--- config.mk ---
export PLATFORM = sky130hd
export DESIGN_NAME = mfm_pulse_gen
export DESIGN_NICKNAME = d
export VERILOG_FILES = /design/src/rtl/mfm_pkg.sv /design/src/rtl/mfm_code_fifo.sv /design/src/rtl/mfm_pulse_gen.sv
export SDC_FILE = /design/constraint.sdc
export NUM_CORES = 1
export LEC_CHECK = 0
export ABC_AREA = 1
export BUFFER_PORTS_ARGS = -buffer_cell sky130_fd_sc_hd__buf_2
export CORE_ASPECT_RATIO = 0.6
export CORE_MARGIN = 2
export CORE_UTILIZATION = 35
export CTS_CLUSTER_DIAMETER = 60
export CTS_CLUSTER_SIZE = 24
export DETAILED_ROUTE_END_ITERATION = 16
export HOLD_SLACK_MARGIN = 0.03
export SLEW_MARGIN = 20
export SYNTH_ARGS = -nofsm -noshare
export SYNTH_HDL_FRONTEND = slang
export SYNTH_SLANG_ARGS = --single-unit
--- constraint.sdc ---
create_clock -name clk -period 4.5 [get_ports clk]
set_input_delay 0.675 -clock clk [delete_from_list [all_inputs] [get_ports clk]]
set_output_delay 0.675 -clock clk [all_outputs]
set_load 0.01 [all_outputs]
--- src/rtl/mfm_pkg.sv ---
// Shared types and constants for the MFM pulse generator.
// Interval codes are half-cell counts; fifo entries carry the code and the end-of-stream tag.
package mfm_pkg;

   localparam int MFM_SHORT = 2;
   localparam int MFM_MED   = 3;
   localparam int MFM_LONG  = 4;
   localparam int MFM_ID    = 5;

   // Stored code width: wide enough for any legal interval up to 7 half-cells.
   localparam int MFM_CODE_W = 3;

   typedef enum logic {
      IDLE,
      RUN
   } state_t;

   typedef struct packed {
      logic                  last;
      logic [MFM_CODE_W-1:0] code;
   } fifo_entry_t;

   function automatic int interval_clks(input int code, input int cell_clks);
      return code * cell_clks;
   endfunction

endpackage

--- src/rtl/mfm_code_fifo.sv ---
// Synchronous DEPTH-entry FIFO with push, pop, flush and an occupancy count.
// Push when full and pop when empty are ignored; flush empties it at the next edge.
module mfm_code_fifo #(
   parameter int DEPTH = 4,
   parameter int W     = 4
) (
   input  logic                   clk,
   input  logic                   reset,
   input  logic                   push,
   input  logic                   pop,
   input  logic                   flush,
   input  logic [W-1:0]           wdata,
   output logic [W-1:0]           rdata,
   output logic [$clog2(DEPTH):0] level,
   output logic                   full,
   output logic                   empty
);

   localparam int AW = $clog2(DEPTH);
   localparam int LW = AW + 1;

   logic [W-1:0]  mem_q [DEPTH];
   logic [AW-1:0] wr_ptr_q, wr_ptr_d;
   logic [AW-1:0] rd_ptr_q, rd_ptr_d;
   logic [LW-1:0] level_q, level_d;
   logic          push_en, pop_en;

   assign full    = (level_q == LW'(DEPTH));
   assign empty   = (level_q == '0);
   assign push_en = push && !full && !flush;
   assign pop_en  = pop && !empty && !flush;
   assign rdata   = mem_q[rd_ptr_q];
   assign level   = level_q;

   always_comb begin
      wr_ptr_d = wr_ptr_q;
      rd_ptr_d = rd_ptr_q;
      level_d  = level_q;
      if (flush) begin
         wr_ptr_d = '0;
         rd_ptr_d = '0;
         level_d  = '0;
      end else begin
         if (push_en) wr_ptr_d = wr_ptr_q + AW'(1);
         if (pop_en)  rd_ptr_d = rd_ptr_q + AW'(1);
         if (push_en && !pop_en)      level_d = level_q + LW'(1);
         else if (pop_en && !push_en) level_d = level_q - LW'(1);
      end
   end

   always_ff @(posedge clk) begin
      if (reset) begin
         wr_ptr_q <= '0;
         rd_ptr_q <= '0;
         level_q  <= '0;
      end else begin
         wr_ptr_q <= wr_ptr_d;
         rd_ptr_q <= rd_ptr_d;
         level_q  <= level_d;
      end
   end

   // NOTE: storage is left unreset; the pointers alone define which entries are valid.
   always_ff @(posedge clk) begin
      if (push_en) mem_q[wr_ptr_q] <= wdata;
   end

endmodule

--- src/rtl/mfm_pulse_gen.sv ---
// MFM write pulse generator: queues half-cell interval codes and emits one so pulse
// at the start of each interval, chaining intervals back to back until a last-tagged entry.
module mfm_pulse_gen
   import mfm_pkg::*;
#(
   parameter int CELL_CLKS  = 5,
   parameter int PULSE_CLKS = 2,
   parameter int CODE_W     = 3,
   parameter int DEPTH      = 4,
   parameter int MIN_CODE   = 2,
   parameter int MAX_CODE   = 5
) (
   input  logic                   clk,
   input  logic                   reset,
   input  logic                   in_valid,
   input  logic [CODE_W-1:0]      in_code,
   input  logic                   in_last,
   output logic                   in_ready,
   input  logic                   flush,
   output logic                   so,
   output logic                   busy,
   output logic                   done,
   output logic                   underrun,
   output logic                   err_code,
   output logic [$clog2(DEPTH):0] level
);

   localparam int CNT_W = $clog2(MAX_CODE * CELL_CLKS);
   localparam int LVL_W = $clog2(DEPTH) + 1;

   state_t          state_q, state_d;
   logic [CNT_W-1:0] cnt_q, cnt_d;
   fifo_entry_t     cur_q, cur_d;
   logic            done_q, done_d;
   logic            underrun_q, underrun_d;
   logic            err_q, err_d;

   fifo_entry_t     wr_entry, head;
   logic            offer_ok, code_legal, push, pop;
   logic            fifo_full, fifo_empty;
   logic [CNT_W-1:0] elapsed;

   function automatic logic [CNT_W-1:0] interval_last(input logic [MFM_CODE_W-1:0] code);
      return CNT_W'(interval_clks(int'(code), CELL_CLKS) - 1);
   endfunction

   assign in_ready   = (level != LVL_W'(DEPTH));
   assign offer_ok   = in_valid && in_ready;
   assign code_legal = (int'(in_code) >= MIN_CODE) && (int'(in_code) <= MAX_CODE);
   assign push       = offer_ok && code_legal && !flush;
   assign wr_entry   = '{last: in_last, code: MFM_CODE_W'(in_code)};

   mfm_code_fifo #(
      .DEPTH (DEPTH),
      .W     ($bits(fifo_entry_t))
   ) u_fifo (
      .clk   (clk),
      .reset (reset),
      .push  (push),
      .pop   (pop),
      .flush (flush),
      .wdata (wr_entry),
      .rdata (head),
      .level (level),
      .full  (fifo_full),
      .empty (fifo_empty)
   );

   // The pulse covers the first PULSE_CLKS cycles of every interval.
   assign elapsed  = interval_last(cur_q.code) - cnt_q;
   assign so       = (state_q == RUN) && (elapsed < CNT_W'(PULSE_CLKS));
   assign busy     = (state_q == RUN);
   assign done     = done_q;
   assign underrun = underrun_q;
   assign err_code = err_q;

   always_comb begin
      // NOTE: every variable is defaulted first so no path can infer a latch.
      state_d    = state_q;
      cnt_d      = cnt_q;
      cur_d      = cur_q;
      done_d     = 1'b0;
      underrun_d = underrun_q;
      err_d      = err_q;
      pop        = 1'b0;

      if (offer_ok && !code_legal) err_d = 1'b1;

      case (state_q)
         IDLE: begin
            if (!fifo_empty) begin
               pop     = 1'b1;
               cur_d   = head;
               cnt_d   = interval_last(head.code);
               state_d = RUN;
            end
         end
         RUN: begin
            if (cnt_q != '0) begin
               cnt_d = cnt_q - CNT_W'(1);
            end else if (cur_q.last) begin
               state_d = IDLE;
               done_d  = 1'b1;
            end else if (!fifo_empty) begin
               pop   = 1'b1;
               cur_d = head;
               cnt_d = interval_last(head.code);
            end else begin
               state_d    = IDLE;
               underrun_d = 1'b1;
            end
         end
         default: state_d = IDLE;
      endcase

      // Abort wins over everything, including the end-of-interval decision.
      if (flush) begin
         state_d    = IDLE;
         done_d     = 1'b0;
         underrun_d = 1'b0;
         err_d      = 1'b0;
         pop        = 1'b0;
      end
   end

   always_ff @(posedge clk) begin
      if (reset) begin
         state_q    <= IDLE;
         cnt_q      <= '0;
         cur_q      <= '0;
         done_q     <= 1'b0;
         underrun_q <= 1'b0;
         err_q      <= 1'b0;
      end else begin
         state_q    <= state_d;
         cnt_q      <= cnt_d;
         cur_q      <= cur_d;
         done_q     <= done_d;
         underrun_q <= underrun_d;
         err_q      <= err_d;
      end
   end

endmodule

==> results of run 1 <==
power breakdown:
part           switching (uW)  total, uW  internal (uW)
sequential               45.6        446            401
combinational             353        589            235
clock                     116        223            107
through the flow:
stage | util [%] | cell area, um^2 | cells
global placement | 38.8 | 2350 | 353
CTS | 40.1 | 2430 | 361
detailed placement | 38.8 | 2350 | 353
floorplan | - | 2170 | 254
global route | 40.1 | 2430 | 361
finish | 40.1 | 2430 | 361
placed cells by master, fill, tap and decap left out, types with 2 or more instances in the layout:
master,netlist,layout
nand2_1,59,59
inv_1,35,35
dfxtp_1,22,22
ha_1,19,19
nor2_1,17,17
a21oi_1,17,17
nand3_1,16,16
buf_2,0,16
edfxtp_1,16,16
o21ai_0,13,13
xor2_1,8,8
clkbuf_8,0,5
o211ai_1,3,3
fa_1,3,3
nor2_2,2,2
nand2_4,2,2
a211oi_1,2,2
xnor2_1,2,2
clkinv_2,1,2
nor3_1,2,2
a31oi_1,2,2
nand3b_1,2,2
critical path: stages, from the launching register on:
cell and delay (ns):
dfxtp_1 0.40, inv_1 0.11, ha_1 0.30, ha_1 0.29, ha_1 0.30, nand2_1 0.06, nor2_1 0.04, a211oi_1 0.21
xor2_1 0.17, nor2_1 0.05, buf_2 0.13
area by class of cell:
class,instances,area share [%]
clock buffers,6,2.99
repair buffers,16,3.30
multi-input cells,177,44.9
inverters,38,6.23
clock inverters,2,0.360
well taps,84,4.33
flip-flops and latches,38,37.9
worst paths after layout:
kind | start | end | slack [ns] | cells past startpoint
max | cnt_q[2] | so | 1.47 | 10
max reg2reg | flop | cnt_q[4] | 1.90 | 14
min | err_code | err_code | 0.45 | 2
min reg2reg | err_code | err_code | 0.45 | 2
registers in the layout (all words and copies together), names as in the netlist, named ones only:
name / cells
busy: 1
u_fifo.level: 3
u_fifo.rd_ptr_q: 2
cur_q: 4
underrun: 1
err_code: 1
u_fifo.wr_ptr_q: 2
done: 1
cnt_q: 5
u_fifo.mem_q: 16
logic make-up after synthesis:
group / synth area share (%)
and+or+nand+nor: 21.5
AOI/OAI and AO/OA: 11.0
buffers and inverters: 7.48
DFF: 42.3
adders and majority gates: 13.7
xor gates and xnor gates: 4.03
layer usage:
metal	part of all wire, %	up-vias	GRT usage, %
met5	0	-	0
met4	0.81	0	3.95
met3	6.0	5	3.12
met2	40	43	19.4
met1	53	742	19.3
li1	-	879	-
==> flow_summary.toml, run 1 <==
[run_status]
status = "finished, final reports clean"

[logic_synthesis]
synth.distinct_cells = 31
synth_edf_count = 16
synth_top_area_share_pct = 22.1
synthArstFlopShare_pct = 0
avgSynthCellArea_um2 = 8.56
synth_area_mm2 = 0.00217
synth.most_common_cell = "nand2_1"
synthTopCellsByArea = "edfxtp_1 22%, dfxtp_1 20%, ha_1 11%"
ys_ff_latch = 38
ys_seq_area_share_pct = 42.3
synth_nets = 284
yosys_warnings = 0
netlist.top_cell.by_area = "edfxtp_1"
ys.flop_type = "dfxtp_1"
netlist_instances = 254
synth_common_cells = "59 x nand2_1, 35 x inv_1, 22 x dfxtp_1, 19 x ha_1"

[worst_setup_path]
critPathKind = "flop to output port"
crit_arrival_ns = 2.35
crit_fanout = 4
endpoint_kind = "output port"
crit_path_start_kind = "flop"
cp_data_required_time_ns = 3.83

[timing]
fmax_mhz = 330
slew_viol_final = 0
finalHoldViolCount = 0
worst_pin_slew_ns = 0.516
rsz0062_at_grt = "false"
finalSetupViolCount = 0
fin_setup_tns_ns = 0
setup_ws_ns = 1.47
finalCritPeriodShare_pct = 67.3
finalCriticalPeriod_ns = 3.03
fin_skew_ns = 0.00649
slew_headroom_pct = 65.6
hold_slack_ns = 0.452

[global_route]
antenna_found_initial = 0
grt_max_degree = 12
grt_pass1_wl_um = 7130
grt_overflow = 0
gr-usage-all-layers_pct = 13.2
grt_pass1_vias = 1544

[finish]
nets = 306
register_area_um2 = 921
diodes = 0
fillers = 625
multi_input_area_mm2 = 0.00109
area_growth_pct = 11.7
final_layout_size_suffix_gt1_share_pct = 12.3

[place]
port_buffers = 16
place_congestion = 0.853
place_ws_ns = 1.77
place_hpwl_um = 3280

[clocking]
cts-resized-gates = 0
clk_pin_slew_ns = 0.07
clock_sinks = 38
cts_tree = "done"
clk_path_buf_depth = 2
htree_levels = 2
cts_hold_buf = 0
numCtsBuffers = 5
clk_latency_ns = 0.29
post_cts_buffers = 0
root_buffer = "clkbuf_8"

[route]
dr.pass1.iters = 4
routed_wl_um = 4190
ant_nets = 0
drt_iter0_drc = 122
vias_per_cell = 4.62
wl_per_cell_um = 11.6
drc = 0
vias = 1669

[power]
ir_drop_uv = 193
power_density_mw_per_mm2 = 518
p_total_uw = 1260
power_leakage_uw = 0.00107

[floorplanning]
die_w_um = 106
design.die.area_mm2 = 0.00688
core_area_mm2 = 0.00606
io_pins = 17
rows = 22
die-height_um = 65.1
initial_core_util_pct = 35.9

[job]
drv_cap = 0

[hold_path]
hp-class = "flop to flop"
Note: power is estimated with default switching activity, not from simulation.
==> run 2, diff against run 1 <==
- ABC_AREA: 1 -> 0
- clock period: 4.5 -> 2.76 ns (I/O delays scaled with it)
==> flow_summary.toml, run 2 <==
[global_route]
gr-usage-all-layers_pct = 13.2
use_met2_pct = 17.5
busiest_layer = "met1"
grt_pass1_vias = 1331
grt_overflow = 0
grt_max_degree = 15
grt_use_met1_pct = 20.8
grt_pass1_wl_um = 6580
antenna_found_initial = 0
use_met3_pct = 3.02

[finish]
final_common_cell = "dfxtp_1"
largestRegisters = "u_fifo.mem_q (16), cnt_q (5), cur_q (4)"
max_flop_register = "u_fifo.mem_q"
final_layout_size_suffix_gt1_share_pct = 24.3
diodes = 0
area_growth_pct = 20.2
nets = 243
fin_area_mm2 = 0.00244
largest_reg_flops = 16
final_cell_mix = "18 x dfxtp_1, 16 x nor2_1, 16 x buf_2, 16 x edfxtp_1"

[place]
place_congestion = 0.774
placed_area_mm2 = 0.00223
place_ws_ns = 0.141
port_buffers = 16
place_hpwl_um = 2880

[logic_synthesis]
ys.flop_type = "dfxtp_1"
avgSynthCellArea_um2 = 10.9
synthTopCellsByArea = "edfxtp_1 24%, dfxtp_1 22%, ha_1 12%"
synth.distinct_cells = 39
synth_common_cells = "22 x dfxtp_1, 19 x ha_1, 16 x edfxtp_1, 16 x nor2_1, 14 x a21oi_1"
synth_area_mm2 = 0.00203
ys_ff_latch = 38
synth_nets = 217
netlist_instances = 187
synth.most_common_cell = "dfxtp_1"
synth_edf_count = 16
synth_top_area_share_pct = 23.6
ys_seq_area_share_pct = 45.3
yosys_warnings = 0
netlist.top_cell.by_area = "edfxtp_1"
synthArstFlopShare_pct = 0

[floorplanning]
rows = 21
die_w_um = 102
core_area_mm2 = 0.00560
die-height_um = 63.0
io_pins = 17
design.die.area_mm2 = 0.00645
initial_core_util_pct = 36.3

[worst_setup_path]
crit_arrival_ns = 2.18
crit_fanout = 3
crit_chain = "inv_2 -> ha_4 -> ha_4 -> ha_4 -> a21o_1 -> a21oi_2 -> xnor2_1 -> nor4_1 -> buf_2"
worst_path_max_delay_cell = "dfxtp_2"
cp_common_cell = "ha_4"
cp_data_required_time_ns = 2.35
critPathKind = "flop to output port"
crit_path_start_kind = "flop"
endpoint_kind = "output port"
crit_path_max_incr_delay_ns = 0.34

[route]
drc = 0
vias = 1395
routed_wl_um = 3780
drt_iter0_drc = 61
wl_per_cell_um = 12.8
ant_nets = 0
vias_per_cell = 4.74
dr.pass1.iters = 4

[clocking]
clk_path_buf_depth = 2
cts_tree = "done"
clock_sinks = 38
clk_pin_slew_ns = 0.08
htree_levels = 2
cts_hold_buf = 0
numCtsBuffers = 5
clk_latency_ns = 0.28
root_buffer = "clkbuf_8"

[timing]
fin_setup_tns_ns = 0
finalHoldViolCount = 0
rsz0062_at_grt = "false"
worst_pin_slew_ns = 0.633
slew_headroom_pct = 57.2
finalCriticalPeriod_ns = 2.60
fin_skew_ns = 0.00530
finalSetupViolCount = 0
fmax_mhz = 385
setup_ws_ns = 0.163
slew_viol_final = 0
finalCritPeriodShare_pct = 94.1

[power]
ir_drop_uv = 358
power_density_mw_per_mm2 = 613
power_leakage_uw = 0.000933

[run_status]
status = "finished, final reports clean"

[job]
drv_cap = 0

[hold_path]
hp-class = "primary input to flop"
run 2: changes by cell type in the layout (fill, tap and decap cells not counted), sizes merged, moves of 3 or more:
cell and delta:
nand2 -52, nand3 -9, o21ai -6, nor2 -4, xor2 -4, mux4 +4, mux2i +4, clkinv -3
xnor2 +6, a21oi -4, buf +9, and2 +5, inv -25
run 2: final timing paths:
kind,start,to,slack (ns),cells past startpoint
worst max-delay path,cnt_q[2],so,0.16,9
worst max register to register,flop,cnt_q[4],0.18,8
worst min-delay path,in_code[0],u_fifo.mem_q[2][0],0.35,1
worst min register to register,err_code,err_code,0.47,2
run 2: cells by family (layout without fill, tap and decap cells):
family	Yosys count	in the layout	synth area share, %
flip-flops	38	38	45.3
adder cells (fa/ha/maj)	22	22	14.7
AO/OA/AOI/OAI	34	34	10.0
buffers and inverters	18	45	4.06
AND/OR/NAND/NOR	54	54	13.2
XOR/XNOR	13	13	6.28
multiplexers	8	8	6.40
run 2: layer usage:
metal	part of all wire [%]	vias up
met1	54	650
met3	4.4	5
met5	0	-
met2	40	25
met4	1.1	0
li1	-	715
run 2: per-stage QoR:
step / std cells / hold slack (ns) / util, % / power (uW)
3_5_place_dp: 284 / 0.457 / 39.8 / 985
3_3_place_gp: 284 / 0.448 / 39.8 / 986
5_1_grt: 294 / 0.338 / 43.6 / 1600
6_report: 294 / 0.349 / 43.6 / 1500
4_1_cts: 293 / 0.341 / 42.1 / 1460
2_1_floorplan: 187 / 0.444 / - / 904
run 2: worst max-delay path: cells and delay by family, from the launching register on:
family | cells | cell delay, ns
buffers and inverters | 2 | 0.23
adder cells (fa/ha/maj) | 3 | 0.67
AND/OR/NAND/NOR | 1 | 0.25
AO/OA/AOI/OAI | 2 | 0.32
XOR/XNOR | 1 | 0.09
flip-flops | 1 | 0.34
run 2: layout make-up:
cell class              count  area (um^2)
clock inverters             3         45.0
fillers                   537         3150
multi-input cells         131         1110
well taps                  80          100
flip-flops and latches     38          928
repair buffers             25          148
clock buffers               5         68.8
inverters                  12         45.0
run 2: report_power, final:
group,total [uW],switching (uW),internal (uW)
combinational,386,197,189
sequential,640,28.4,612
clock,470,202,269
total,1500,427,1070
run 2: timing repair:
action                     4_1_cts  5_1_grt
pin swaps                        1        7
resized for setup                2       11
setup endpoints to repair        1        1
setup buffers                    1        1
